**src/rtl/req_arb_pkg.sv**
```systemverilog
// Shared widths, FSM encoding, offer payload and round-robin pick for req_arbiter4.
package req_arb_pkg;

  localparam int unsigned N_REQ = 4;
  localparam int unsigned IDX_W = 2;

  typedef enum logic {
    IDLE  = 1'b0,
    OFFER = 1'b1
  } state_t;

  // Offer payload towards the encoder stage: one-hot grant plus its index.
  typedef struct packed {
    logic [N_REQ-1:0] grant;
    logic [IDX_W-1:0] code;
  } offer_t;

  // First set bit of pending, searching ptr, ptr+1, ... modulo N_REQ.
  function automatic logic [IDX_W-1:0] rr_pick(input logic [N_REQ-1:0] pending,
                                               input logic [IDX_W-1:0] ptr);
    logic [IDX_W-1:0] pick;
    logic [IDX_W-1:0] idx;
    logic             found;
    pick  = ptr;
    found = 1'b0;
    for (int unsigned k = 0; k < N_REQ; k++) begin
      idx = ptr + IDX_W'(k);
      if (!found && pending[idx]) begin
        pick  = idx;
        found = 1'b1;
      end
    end
    return pick;
  endfunction

endpackage

```
**src/rtl/req_arbiter4_sync_edge.sv**
```systemverilog
// Multi-flop synchroniser for one asynchronous request line plus rising-edge detect.
module sync_edge #(
  parameter int unsigned SYNC_STAGES = 2
) (
  input  logic clk,
  input  logic rst_n,
  input  logic req,
  output logic rise_c
);

  logic [SYNC_STAGES-1:0] sync_q;
  logic                   sync_d_q;

  // Shift the raw level through the synchroniser, then keep one delayed copy.
  always_ff @(posedge clk or negedge rst_n) begin
    if (!rst_n) begin
      sync_q   <= '0;
      sync_d_q <= 1'b0;
    end else begin
      sync_q   <= {sync_q[SYNC_STAGES-2:0], req};
      sync_d_q <= sync_q[SYNC_STAGES-1];
    end
  end

  assign rise_c = sync_q[SYNC_STAGES-1] & ~sync_d_q;

endmodule

```
**src/rtl/req_arbiter4.sv**
```systemverilog
// Four-line request capture with sticky pending events and a round-robin
// valid/ready offer of one event at a time.
module req_arbiter4
  import req_arb_pkg::*;
#(
  parameter int unsigned SYNC_STAGES = 2,
  parameter int unsigned DROP_W      = 4
) (
  input  logic              clk,
  input  logic              rst_n,
  input  logic [N_REQ-1:0]  req_i,
  output logic [N_REQ-1:0]  grant_o,
  output logic [IDX_W-1:0]  code_o,
  output logic              valid_o,
  input  logic              ready_i,
  output logic [N_REQ-1:0]  pending_o,
  output logic [DROP_W-1:0] drop_cnt_o
);

  // Wide enough to hold the counter plus up to N_REQ drops in one cycle.
  localparam int unsigned      CNT_W    = DROP_W + 3;
  localparam logic [DROP_W-1:0] DROP_MAX = '1;

  logic [N_REQ-1:0]  rise_c;
  state_t            state_q;
  logic [IDX_W-1:0]  ptr_q;
  offer_t            offer_q;
  logic              valid_q;
  logic [N_REQ-1:0]  pending_q;
  logic [DROP_W-1:0] drop_q;

  logic              fire_c;
  logic              clr_c;
  logic [N_REQ-1:0]  pending_nxt_c;
  logic [N_REQ-1:0]  drop_vec_c;
  logic [CNT_W-1:0]  drop_sum_c;
  logic [DROP_W-1:0] drop_nxt_c;
  logic [IDX_W-1:0]  pick_c;

  // One synchroniser and edge detector per request line.
  for (genvar gi = 0; gi < N_REQ; gi++) begin : g_line
    sync_edge #(
      .SYNC_STAGES(SYNC_STAGES)
    ) u_sync_edge (
      .clk   (clk),
      .rst_n (rst_n),
      .req   (req_i[gi]),
      .rise_c(rise_c[gi])
    );
  end

  // Pending set/clear (set wins), dropped-event detection and saturating count.
  always_comb begin
    fire_c        = valid_q & ready_i;
    clr_c         = 1'b0;
    pending_nxt_c = pending_q;
    drop_vec_c    = '0;
    drop_sum_c    = CNT_W'(drop_q);
    for (int unsigned i = 0; i < N_REQ; i++) begin
      clr_c = fire_c && (offer_q.code == IDX_W'(i));
      if (rise_c[i]) begin
        pending_nxt_c[i] = 1'b1;
        drop_vec_c[i]    = pending_q[i] & ~clr_c;
      end else if (clr_c) begin
        pending_nxt_c[i] = 1'b0;
      end
      drop_sum_c = drop_sum_c + CNT_W'(drop_vec_c[i]);
    end
    drop_nxt_c = (drop_sum_c > CNT_W'(DROP_MAX)) ? DROP_MAX : DROP_W'(drop_sum_c);
    pick_c     = rr_pick(pending_q, ptr_q);
  end

  // Pending register and dropped-event counter.
  always_ff @(posedge clk or negedge rst_n) begin
    if (!rst_n) begin
      pending_q <= '0;
      drop_q    <= '0;
    end else begin
      pending_q <= pending_nxt_c;
      drop_q    <= drop_nxt_c;
    end
  end

  // Offer FSM: pick from last cycle's pending in IDLE, hold the offer until accepted.
  always_ff @(posedge clk or negedge rst_n) begin
    if (!rst_n) begin
      state_q <= IDLE;
      ptr_q   <= '0;
      offer_q <= '0;
      valid_q <= 1'b0;
    end else begin
      case (state_q)
        IDLE: begin
          if (|pending_q) begin
            offer_q.grant <= N_REQ'(1) << pick_c;
            offer_q.code  <= pick_c;
            valid_q       <= 1'b1;
            state_q       <= OFFER;
          end
        end
        OFFER: begin
          if (ready_i) begin
            ptr_q   <= offer_q.code + IDX_W'(1);
            offer_q <= '0;
            valid_q <= 1'b0;
            state_q <= IDLE;
          end
        end
        default: begin
          offer_q <= '0;
          valid_q <= 1'b0;
          state_q <= IDLE;
        end
      endcase
    end
  end

  assign grant_o    = offer_q.grant;
  assign code_o     = offer_q.code;
  assign valid_o    = valid_q;
  assign pending_o  = pending_q;
  assign drop_cnt_o = drop_q;

endmodule

```
**config.mk**
```make
export PLATFORM = sky130hd
export DESIGN_NAME = req_arbiter4
export DESIGN_NICKNAME = d
export VERILOG_FILES = /design/src/rtl/req_arb_pkg.sv /design/src/rtl/req_arbiter4_sync_edge.sv /design/src/rtl/req_arbiter4.sv
export SDC_FILE = /design/constraint.sdc
export NUM_CORES = 1
export LEC_CHECK = 0
export CAP_MARGIN = 20
export CORE_MARGIN = 4
export CORE_UTILIZATION = 55
export CTS_CLUSTER_SIZE = 25
export DETAILED_ROUTE_END_ITERATION = 12
export PLACE_DENSITY = 0.84
export SLEW_MARGIN = 0
export SYNTH_ARGS = -nofsm -noshare
export SYNTH_HDL_FRONTEND = slang
export SYNTH_SLANG_ARGS = --single-unit
```
**constraint.sdc**
```tcl
create_clock -name clk -period 7.43 [get_ports clk]
set_input_delay 2.229 -clock clk [delete_from_list [all_inputs] [get_ports clk]]
set_output_delay 2.229 -clock clk [all_outputs]
set_load 0.005 [all_outputs]
```
# After elaboration in Yosys (flattened, before gate mapping)
# Cells that the tools add are included.
[classes]
n_addsub = 8
mul = 0
div = 0
order_cmp = 5
eq_ne = 5
n_shift = 1
muxes = 36
n_bitwise = 18
n_reduce_logical = 18
[ops]
columns = ["operator", "count"]
rows = [
  ["$mux 1", 23],
  ["$lt 2x3->1 const B", 4],
  ["$mux 6", 2],
  ["$pmux 6 s2", 1],
  ["$and 1x1->1", 9],
  ["$not 1->1", 9],
  ["$bmux 1 s2", 4],
  ["$reduce_bool 2->1", 4],
  ["$add 6x1->7", 1],
  ["$add 7x1->7", 1],
  ["$gt 7x4->1 const B", 1],
  ["$logic_and 1x1->1", 7],
  ["$add 5x1->6", 1],
  ["$mux 2", 3],
  ["$add 4x1->5", 1],
  ["$add 2x1->2 const B", 2],
  ["$add 2x2->2 const B", 2],
  ["$eq 2x2->1 const B", 2],
  ["$mux 4", 1],
  ["$ne 2x2->1 const B", 2],
  ["$pmux 1 s2", 2],
  ["$reduce_and 2->1", 2],
  ["$reduce_or 4->1", 1],
  ["$shl 1x2->4 const A", 1],
  ["other kinds (3)", 5],
]
[word_totals]
regBits = 30
latchBits = 0
mem_bits_rw = 0
romBits = 0
input_bits = 7
mem_count = 0

# Logic depth before layout (Yosys ltp)
# Gate-level depths: netlist of run 1.
[depth]
depth_word = 15
mapped_depth = 12

# Cells and area by module
# Synthesis of run 1 repeated with hierarchy kept, for this count alone.
[hier_totals]
cells_unflattened = 106
hier_area_um2 = 1330.0
[modules_own_cells]
columns = ["module", "n_inst", "cells_each", "area_each_um2", "seq_area_each_um2"]
rows = [
  ["req_arbiter4", 1, 90, 974.7, 450.4],
  ["sync_edge", 4, 4, 88.8, 75.1],
]

# Least setup slack after synthesis of run 1
# OpenSTA, ideal clock, no wires.
[synth_timing]
path_type = "input to register"
startpoint = "input port ready_i"
endpoint = "register drop_q[1] (netlist: drop_cnt_o[1])"
setup_ns = 0.121
arrival_ns = 4.181
required_time_ns = 7.309
slack_ns = 3.128
stages = 8
cell_sequence = "nand3_1 > nand2_1 > or3_1 > fa_1 > fa_1 > inv_1 > fa_1 > nand2b_1"
[synth_via]
elab_chain_cells = 11
word_cells_on_any_way = 23
[synth_lines]
columns = ["item", "line_no", "rtl"]
rows = [
  ["start: declaration", "req_arbiter4.sv:15", "input logic ready_i,"],
  ["$and 1x1->1 *", "req_arbiter4.sv:54", "fire_c = valid_q & ready_i;"],
  ["$logic_and 1x1->1", "req_arbiter4.sv:60", "clr_c = fire_c && (offer_q.code == IDX_W'(i));"],
  ["$not 1->1", "req_arbiter4.sv:63", "drop_vec_c[i] = pending_q[i] & ~clr_c;"],
  ["$and 1x1->1", "req_arbiter4.sv:63", ""],
  ["$mux 1", "req_arbiter4.sv:61", "if (rise_c[i]) begin"],
  ["$add 4x1->5", "req_arbiter4.sv:67", "drop_sum_c = drop_sum_c + CNT_W'(drop_vec_c[i]);"],
  ["$add 5x1->6", "req_arbiter4.sv:67", ""],
  ["$add 6x1->7", "req_arbiter4.sv:67", ""],
  ["$add 7x1->7 *", "req_arbiter4.sv:67", ""],
  ["$gt 7x4->1", "req_arbiter4.sv:69", "drop_nxt_c = (drop_sum_c > CNT_W'(DROP_MAX)) ? DROP_MAX : DROP_W'(drop_sum_c);"],
  ["$mux 4 *", "req_arbiter4.sv:69", ""],
  ["via drop_nxt_c[1]", "req_arbiter4.sv:37", "logic [DROP_W-1:0] drop_nxt_c;"],
  ["end signal: assignment", "req_arbiter4.sv:80", "drop_q <= drop_nxt_c;"],
  ["end: declaration", "req_arbiter4.sv:30", "logic [DROP_W-1:0] drop_q;"],
]
# The timed path passes the listed nets; every way through them passes the cells marked *.
# A chain may end at the register's enable or synchronous reset.

# Worst setup path in the final report of run 1
# Same ends and word-level chain as after synthesis.

==> results of run 1 <==
-- sequential cells by signal, indices dropped and copies added (netlist names) --
name                         count
ptr_q                            2
code_o                           2
g_line.u_sync_edge.sync_d_q      4
state_q                          1
valid_o                          1
pending_o                        4
drop_cnt_o                       4
g_line.u_sync_edge.sync_q        8
grant_o                          4
-- per-layer routing --
| layer | track usage | share of wire |
|---|---|---|
| met5 | 0 | 0 |
| met4 | 0.0712 | 0.016 |
| met3 | 0.0552 | 0.054 |
| met2 | 0.271 | 0.51 |
| met1 | 0.217 | 0.42 |
-- cell usage after synthesis (all sizes together) (2+ instances only) --
| cell | count |
|---|---|
| dfrtp | 30 |
| nand2 | 11 |
| inv | 10 |
| o21ai | 8 |
| nand3 | 6 |
| ha | 5 |
| nor2 | 5 |
| a21oi | 4 |
| nor2b | 4 |
| or3 | 4 |
| fa | 3 |
| a211oi | 2 |
| a32o | 2 |
-- cell type report --
class / count / share of cell area
flip-flops and latches: 30 / 0.475
well taps: 28 / 0.0222
inverters: 10 / 0.0238
clock buffers: 7 / 0.0285
repair buffers: 22 / 0.138
multi-input cells: 68 / 0.313
-- cells by family (layout without fill, tap and decap cells) --
logic type,Yosys count,after routing,synth area share
simple gates,35,35,0.146
flops,30,30,0.580
fa+ha+maj,8,8,0.0948
mux,2,2,0.0164
buf+inv,11,39,0.0377
compound gates,23,23,0.125
-- power by group --
part           internal, mW  leakage, nW  switching, mW
logic                 0.116        0.352         0.0917
registers             0.203        0.346         0.0469
clock network        0.0356       0.0254         0.0475
-- path summary, 6_finish.rpt --
check / startpoint / endpoint
max in group asynchronous: rst_n / g_line[0].u_sync_edge.sync_d_q
setup / recovery: ready_i / drop_cnt_o[1]
hold reg to reg: g_line[1].u_sync_edge.sync_q[0] / g_line[1].u_sync_edge.sync_q[1]
hold / removal: g_line[1].u_sync_edge.sync_q[0] / g_line[1].u_sync_edge.sync_q[1]
setup reg to reg: code_o[0] / drop_cnt_o[1]
min in group asynchronous: rst_n / grant_o[2]
-- critical path: cells and delay by family --
kind                     cells  cell delay [ps]
adder cells (fa/ha/maj)      3             1350
buffers and inverters        2              590
AND/OR/NAND/NOR              4              670
==> flow_summary.toml, run 1 <==
[status]
outcome = "finished, final reports clean"

[route]
detailedRoute.firstPassIterationCount = 4
post_drt_via_cell_ratio = 5.35
drc = 0
finalWirelength_mm = 2.32
antenna_left = 0
avgRoutedWirePerCell_um = 14.0
vias_after_detailed_routing = 883
drt_iter0_markers = 30

[run]
max_cap_viol_count = 0

[final_layout]
finish.cell_count_without_fillers = 165
antenna_cells = 0
area.sequential_sq_um = 751
fill_cells = 168
multi_input_area_sq_um = 494
layout.cells.most_common = "sky130_fd_sc_hd__dfrtp_1"
finish.net_count = 152
drive_above_1_share = 0.0803
layout_overhead_on_the_synthesized_area_pct = 22.1
mostFrequentLayoutCells = "sky130_fd_sc_hd__dfrtp_1 (30), sky130_fd_sc_hd__clkdlybuf4s50_1 (21), sky130_fd_sc_hd__nand2_1 (11)"
fin_area_sq_um = 1580
post-route-util = 0.708

[timing]
max_freq_ghz = 0.215
post-route-worst-setup-slack_ps = 2780
timing.hold.ws_ps = 353
max_slew_margin = 0.713
rsz_0062_raised_after_global_routing = "no"
maxSlewViolCount = 0
finalHoldViolCount = 0
timing.setup.tns_ps = 0
finalSetupViolCount = 0
finalWorstPathRequiredPeriod_ps = 4650
min_period_over_period = 0.625
timing.clock.skew_ps = 10.5
worst-slew-pin-transition_ps = 430

[clock_network]
cts.htree.levels = 2
tritoncts = "done"
clock_tree.buffer_depth = 2
clock_insertion_delay_worst_skew_ps = 310
number_of_buffers_inserted_during_clock_tree_synthesis = 5
library_cell_used_as_clock_root_buffer = "sky130_fd_sc_hd__clkbuf_4"
post_cts.repair.setup_buffers = 0
cts.hold.buffers_added = 0
post_cts_resized = 0
clk_pin_slew_ps = 80
tritoncts_num_sinks = 30

[place]
placement.io_buffers = 21
hpwl_mm = 1.76
pre_cts_ws_ps = 2450
placement.cell_area_sq_um = 1540
gp_routability_congestion = 0.784
post-place-cells = 158

[worst_setup_path]
worstPathCellList = "clkdlybuf4s50_1, nand3_1, nand2_1, or3_1, fa_1, fa_1, inv_1, fa_1, nand2b_1"
type_of_element_capturing_the_critical_path = "register"
worst_reg2reg_path_depth = 10
timing.critical_path.slowest_stage_cell = "sky130_fd_sc_hd__fa_1"
slowest_delay_ps = 500
startpoint_type = "input pin"
timing.critical_path.required_ps = 7630
cp_max_fo = 6
path_class = "input pin to register"
cpMostUsedCell = "sky130_fd_sc_hd__fa_1"
timing.critical_path.arrival_ps = 4850
reg2reg_slack_ps = 4510

[global_routing]
maximum_number_of_pins_on_one_net_before_global_route_repair = 31
grt_overflow = 0
grt_first_pass_wirelength_mm = 4.16
via_count_of_the_first_global_routing_pass = 909
grt_antenna_before_repair = 0
track_usage = 0.172

[synth]
synth.lib_cells_used.distinct = 28
synthDominantCellAreaShare = 0.580
synth.net_count = 124
netlist_instances = 109
yosysSeqAreaShare = 0.580
synth-async-reset-ratio = 1.00
avgSynthCellArea_sq_um = 11.9
synth_enable_flop_cells = 0
synth_top_area_cell = "sky130_fd_sc_hd__dfrtp_1"
netlist_area_sq_um = 1290
synth_flop_cell = "sky130_fd_sc_hd__dfrtp_1"
synth.top_cells.by_area = "sky130_fd_sc_hd__dfrtp_1 (58%), sky130_fd_sc_hd__ha_1 (4.8%), sky130_fd_sc_hd__fa_1 (4.6%), sky130_fd_sc_hd__nand2_1 (3.2%), sky130_fd_sc_hd__o21ai_0 (3.1%)"
synth.yosys.warnings = 0
synth-seq-cells = 30

[power_and_ir_drop]
finalPower_uw = 541
ratio_of_total_power_to_cell_area_nw_per_um2 = 342
cellLeakagePower_nw = 0.723
irDropWorstVdd_mv = 0.210

[floorplanning]
boundaryPins = 22
core_sq_um = 2230
std_cell_rows = 17
starting_density_of_the_core = 0.579
design.die.area_sq_um = 3190
die_height_um = 56.5
chipWidth_um = 56.5

[worst_hold_path]
timing.hold.worst_path_depth = 0
type_of_the_worst_min_delay_path = "register to register"
Note: power is estimated with default switching activity, not from simulation.
==> run 2: changes to the inputs <==
--- a/config.mk
+++ b/config.mk
@@ -7,10 +7,10 @@
 export LEC_CHECK = 0
 export CAP_MARGIN = 20
 export CORE_MARGIN = 4
-export CORE_UTILIZATION = 55
+export CORE_UTILIZATION = 51
 export CTS_CLUSTER_SIZE = 25
 export DETAILED_ROUTE_END_ITERATION = 12
-export PLACE_DENSITY = 0.84
+export PLACE_DENSITY = 0.79
 export SLEW_MARGIN = 0
 export SYNTH_ARGS = -nofsm -noshare
 export SYNTH_HDL_FRONTEND = slang
==> constraint.sdc (replaced) <==
create_clock -name clk -period 4.5 [get_ports clk]
set_input_delay 1.35 -clock clk [delete_from_list [all_inputs] [get_ports clk]]
set_output_delay 1.35 -clock clk [all_outputs]
set_load 0.005 [all_outputs]
==> flow_summary.toml, run 2 (synthesis gave the netlist of run 1 again) <==
[clock_network]
post_cts_resized = 0
cts.hold.buffers_added = 0
cts.htree.levels = 2
clock_tree.buffer_depth = 2
number_of_buffers_inserted_during_clock_tree_synthesis = 5
library_cell_used_as_clock_root_buffer = "sky130_fd_sc_hd__clkbuf_4"
tritoncts_num_sinks = 30
clock_insertion_delay_worst_skew_ps = 330
tritoncts = "done"
post_cts.repair.setup_buffers = 0
clk_pin_slew_ps = 90

[route]
avgRoutedWirePerCell_um = 14.1
drc = 0
vias_after_detailed_routing = 924
antenna_left = 0
drt_iter0_markers = 20
post_drt_via_cell_ratio = 5.57
finalWirelength_mm = 2.35
detailedRoute.firstPassIterationCount = 4

[worst_setup_path]
cp_top_delay_family = "adder cells"
slowest_delay_ps = 500
timing.critical_path.required_ps = 4720
worst_reg2reg_path_depth = 10
cpMostUsedCell = "sky130_fd_sc_hd__fa_1"
worstPathCellList = "clkdlybuf4s50_1, nand3_1, nand2_1, or3_1, fa_1, fa_1, inv_1, fa_1, nand2b_1"
path_class = "input pin to register"
timing.critical_path.slowest_stage_cell = "sky130_fd_sc_hd__fa_1"
r2r_start = "code_o[0]"
type_of_element_capturing_the_critical_path = "register"
startpoint_type = "input pin"
timing.critical_path.arrival_ps = 3950
r2r_end = "drop_cnt_o[1]"
cp_max_fo = 6
combined_buffer_and_inverter_count_along_the_critical_path = 2
reg2reg_slack_ps = 1620

[run]
max_cap_viol_count = 0

[floorplanning]
boundaryPins = 22
chipWidth_um = 58.4
starting_density_of_the_core = 0.558
design.die.area_sq_um = 3410
die_height_um = 58.4
std_cell_rows = 17
core_sq_um = 2320

[final_layout]
finish.net_count = 152
layout.cells.most_common = "sky130_fd_sc_hd__dfrtp_1"
fill_cells = 166
layout_overhead_on_the_synthesized_area_pct = 27.3
antenna_cells = 0
largest_register_ffs = 8
multi_input_area_sq_um = 494
max_flop_register = "g_line.u_sync_edge.sync_q"
mostFrequentLayoutCells = "sky130_fd_sc_hd__dfrtp_1 (30), sky130_fd_sc_hd__clkdlybuf4s50_1 (21), sky130_fd_sc_hd__nand2_1 (11)"
area.sequential_sq_um = 751
drive_above_1_share = 0.101

[timing]
rsz_0062_raised_after_global_routing = "no"
finalHoldViolCount = 0
finalSetupViolCount = 0
finalWorstPathRequiredPeriod_ps = 3730
max_freq_ghz = 0.268
worst-slew-pin-transition_ps = 369
max_slew_margin = 0.754
post-route-worst-setup-slack_ps = 766
timing.hold.ws_ps = 353
min_period_over_period = 0.830
maxSlewViolCount = 0
timing.setup.tns_ps = 0
timing.clock.skew_ps = 9.87

[global_routing]
grt_overflow = 0
grt_antenna_before_repair = 0
via_count_of_the_first_global_routing_pass = 948
grt_first_pass_wirelength_mm = 4.02
track_usage = 0.163
maximum_number_of_pins_on_one_net_before_global_route_repair = 31

[status]
outcome = "finished, final reports clean"

[power_and_ir_drop]
ratio_of_total_power_to_cell_area_nw_per_um2 = 626
finalPower_mw = 1.03
cellLeakagePower_nw = 0.756
irDropWorstVdd_mv = 0.481

[place]
placement.io_buffers = 21
pre_cts_ws_ps = 428
hpwl_mm = 1.79
gp_routability_congestion = 0.788

[worst_hold_path]
timing.hold.worst_path_depth = 0
timing.hold.worst.start = "g_line[2].u_sync_edge.sync_q[0]"
worstHoldEndpoint = "g_line[2].u_sync_edge.sync_q[1]"
type_of_the_worst_min_delay_path = "register to register"
run 2: layer usage:
metal	vias up	share of wire	global-route usage
met3	6	0.069	0.0746
met1	457	0.40	0.187
li1	432	-	-
met5	-	0	0
met4	0	0.016	0.0695
met2	29	0.51	0.262
run 2: worst register-to-register path: stages (launching register included):
cell and delay (ps):
sky130_fd_sc_hd__dfrtp_1 440, sky130_fd_sc_hd__inv_1 90, sky130_fd_sc_hd__ha_1 200, sky130_fd_sc_hd__nand3_1 60
sky130_fd_sc_hd__nand2_1 60, sky130_fd_sc_hd__or3_1 340, sky130_fd_sc_hd__fa_1 500, sky130_fd_sc_hd__fa_1 440
sky130_fd_sc_hd__inv_1 100, sky130_fd_sc_hd__fa_1 400, sky130_fd_sc_hd__nand2b_1 150
run 2: how the worst max path moves through the flow:
stage / start / endpoint / slack, ps / depth (start not counted)
2_1_floorplan: ready_i / drop_cnt_o[1] / 1080 / 8
3_3_place_gp: ready_i / drop_cnt_o[1] / 480 / 9
3_5_place_dp: ready_i / drop_cnt_o[1] / 430 / 9
4_1_cts: ready_i / drop_cnt_o[1] / 760 / 9
5_1_grt: ready_i / drop_cnt_o[1] / 680 / 9
6_report: ready_i / drop_cnt_o[1] / 770 / 9
run 2: layout make-up:
class                           count  share of cell area
Timing Repair Buffer               22               0.132
Inverter                           10              0.0228
Clock inverter                      2              0.0365
Clock buffer                        6              0.0312
Multi-Input combinational cell     68               0.300
Tap cell                           28              0.0213
Sequential cell                    30               0.456
run 2: power by group:
group	switching (mW)	total [mW]	internal (mW)
Sequential	0.0789	0.414	0.335
Clock	0.0890	0.277	0.188
Combinational	0.150	0.340	0.190
Total	0.317	1.03	0.713
run 2: through the flow:
step	cells	utilization	area [sq um]
after floorplan	109	-	1290
after global placement	158	0.662	1540
after CTS	166	0.710	1650
after global routing	166	0.710	1650
after detailed placement	158	0.662	1540
final	166	0.710	1650
==> run 3: changes to the inputs <==
--- a/config.mk
+++ b/config.mk
@@ -7,10 +7,10 @@
 export LEC_CHECK = 0
 export CAP_MARGIN = 20
 export CORE_MARGIN = 4
-export CORE_UTILIZATION = 51
+export CORE_UTILIZATION = 46
 export CTS_CLUSTER_SIZE = 25
 export DETAILED_ROUTE_END_ITERATION = 12
-export PLACE_DENSITY = 0.79
+export PLACE_DENSITY = 0.76
 export SLEW_MARGIN = 0
 export SYNTH_ARGS = -nofsm -noshare
 export SYNTH_HDL_FRONTEND = slang
==> constraint.sdc (replaced) <==
create_clock -name clk -period 3 [get_ports clk]
set_input_delay 0.9 -clock clk [delete_from_list [all_inputs] [get_ports clk]]
set_output_delay 0.9 -clock clk [all_outputs]
set_load 0.005 [all_outputs]
==> flow_summary.toml, run 3 (synthesis gave the netlist of run 1 again) <==
[global_routing]
via_count_of_the_first_global_routing_pass = 909
track_usage = 0.154
grt_antenna_before_repair = 0
grt_overflow = 0
grt_first_pass_wirelength_mm = 4.04
maximum_number_of_pins_on_one_net_before_global_route_repair = 31

[run]
max_cap_viol_count = 0

[worst_setup_path]
r2r_end = "drop_cnt_o[1]"
r2r_start = "code_o[1]"
type_of_element_capturing_the_critical_path = "register"
startpoint_type = "input pin"
worst_reg2reg_path_depth = 10
reg2reg_slack_ps = 220
setup.worst_path.start = "ready_i"
timing.critical_path.required_ps = 3210
timing.critical_path.arrival_ps = 3020
cp-endpoint = "drop_cnt_o[1]"
path_class = "input pin to register"
cp_max_fo = 6

[floorplanning]
std_cell_rows = 18
chipWidth_um = 61.0
design.die.area_sq_um = 3720
die_height_um = 61.0
boundaryPins = 22
core_sq_um = 2570
starting_density_of_the_core = 0.504

[power_and_ir_drop]
power_report.internal_total_uw = 911
pwr-share-seq = 0.445
netSwitchingFraction = 0.339
cellLeakagePower_nw = 0.738
irDropWorstVdd_mv = 0.471
power.share.clock = 0.176
power.share.combinational = 0.378
ratio_of_total_power_to_cell_area_nw_per_um2 = 858
power_switching_uw = 468

[place]
placement.io_buffers = 21
placement.cell_area_sq_um = 1550
gp_routability_congestion = 0.827
pre_cts_ws_ps = -639
post-place-cells = 161
hpwl_mm = 1.77

[route]
drt_iter0_markers = 27
vias_after_detailed_routing = 882
finalWirelength_mm = 2.30
post_drt_via_cell_ratio = 5.22
drc = 0
detailedRoute.firstPassIterationCount = 5
antenna_left = 0
avgRoutedWirePerCell_um = 13.6

[clock_network]
clk_pin_slew_ps = 80
library_cell_used_as_clock_root_buffer = "sky130_fd_sc_hd__clkbuf_4"
tritoncts_num_sinks = 30
clock_insertion_delay_worst_skew_ps = 320
cts.hold.buffers_added = 0
number_of_buffers_inserted_during_clock_tree_synthesis = 5
tritoncts = "done"
cts.htree.levels = 2
clock_tree.buffer_depth = 2

[final_layout]
area.sequential_sq_um = 751
multi_input_area_sq_um = 502
layout_overhead_on_the_synthesized_area_pct = 24.3
largest_register_ffs = 8
fill_cells = 210
finish.cell_count_without_fillers = 169
layout.cells.most_common = "sky130_fd_sc_hd__dfrtp_1"
max_flop_register = "g_line.u_sync_edge.sync_q"
mostFrequentLayoutCells = "sky130_fd_sc_hd__dfrtp_1 (30), sky130_fd_sc_hd__clkdlybuf4s50_1 (20), sky130_fd_sc_hd__nand2_1 (11)"
drive_above_1_share = 0.129
finish.net_count = 153
fin_area_sq_um = 1610
antenna_cells = 0

[timing]
min_period_over_period = 0.940
max_slew_margin = 0.755
max_freq_ghz = 0.355
post-route-worst-setup-slack_ps = 180
finalWorstPathRequiredPeriod_ps = 2820
worst-slew-pin-transition_ps = 367
maxSlewViolCount = 0
timing.clock.skew_ps = 13.2
rsz_0062_raised_after_global_routing = "no"
finalHoldViolCount = 0
finalSetupViolCount = 0

[worst_hold_path]
type_of_the_worst_min_delay_path = "register to register"

[status]
outcome = "finished, final reports clean"
-- run 3: power groups by stage --
stage               Sequential (mW)  Clock (mW)  Combinational [mW]
CTS                           0.614       0.254               0.533
finish                        0.614       0.243               0.522
global route                  0.633       0.274               0.592
detailed placement            0.621           0               0.527
floorplan                     0.611           0               0.271
global placement              0.611           0               0.506
-- run 3: critical path, stage by stage --
cell and delay (ps):
sky130_fd_sc_hd__clkbuf_2 120, sky130_fd_sc_hd__nand3_1 90, sky130_fd_sc_hd__nand2_1 70, sky130_fd_sc_hd__or3_4 340, sky130_fd_sc_hd__fa_1 490, sky130_fd_sc_hd__fa_2 400, sky130_fd_sc_hd__inv_2 70, sky130_fd_sc_hd__fa_1 390
sky130_fd_sc_hd__nand2b_1 150
-- run 3: final cells by class --
| type | count | area share |
|---|---|---|
| timing repair buffer | 23 | 0.137 |
| clock inverter | 1 | 0.00311 |
| tap | 30 | 0.0233 |
| sequential | 30 | 0.467 |
| multi-input combinational | 68 | 0.312 |
| clock buffer | 7 | 0.0342 |
| inverter | 10 | 0.0233 |
-- run 3: how the worst min path moves through the flow --
| stage | slack, ps | cells after the start | endpoint | from |
|---|---|---|---|---|
| 6_report | 350 | 0 | g_line[3].u_sync_edge.sync_q[1] | g_line[3].u_sync_edge.sync_q[0] |
| 5_1_grt | 370 | 0 | g_line[3].u_sync_edge.sync_q[1] | g_line[3].u_sync_edge.sync_q[0] |
| 4_1_cts | 360 | 0 | g_line[3].u_sync_edge.sync_q[1] | g_line[3].u_sync_edge.sync_q[0] |
| 3_5_place_dp | 330 | 0 | g_line[3].u_sync_edge.sync_q[1] | g_line[3].u_sync_edge.sync_q[0] |
| 3_3_place_gp | 330 | 0 | g_line[2].u_sync_edge.sync_q[1] | g_line[2].u_sync_edge.sync_q[0] |
| 2_1_floorplan | 330 | 0 | g_line[0].u_sync_edge.sync_q[1] | g_line[0].u_sync_edge.sync_q[0] |
-- run 3: what timing repair did --
item | 4_1_cts | 5_1_grt
hold endpoints to repair | 0 | 0
setup endpoints to repair | 4 | 3
gates resized for setup | 3 | 3
buffers inserted | 0 | 0
pin swaps | 1 | 1
-- run 3: through the flow --
stage               total power, mW  setup TNS [ps]  hold WS, ps   util
floorplan                     0.882               0          331      -
global placement               1.12           -1860          331  0.602
detailed placement             1.15           -2110          335  0.602
CTS                            1.40               0          356  0.626
global route                   1.50               0          366  0.626
finish                         1.38               0          353  0.626
-- run 3: routing by layer --
| layer | wire length [um] | part of all wire | up-vias | track usage |
|---|---|---|---|---|
| met5 | 0 | 0 | - | 0 |
| met4 | 23 | 0.010 | 0 | 0.0650 |
| met3 | 108 | 0.047 | 2 | 0.0566 |
| met2 | 1130 | 0.49 | 22 | 0.239 |
| met1 | 1040 | 0.45 | 425 | 0.195 |
| li1 | - | - | 433 | - |
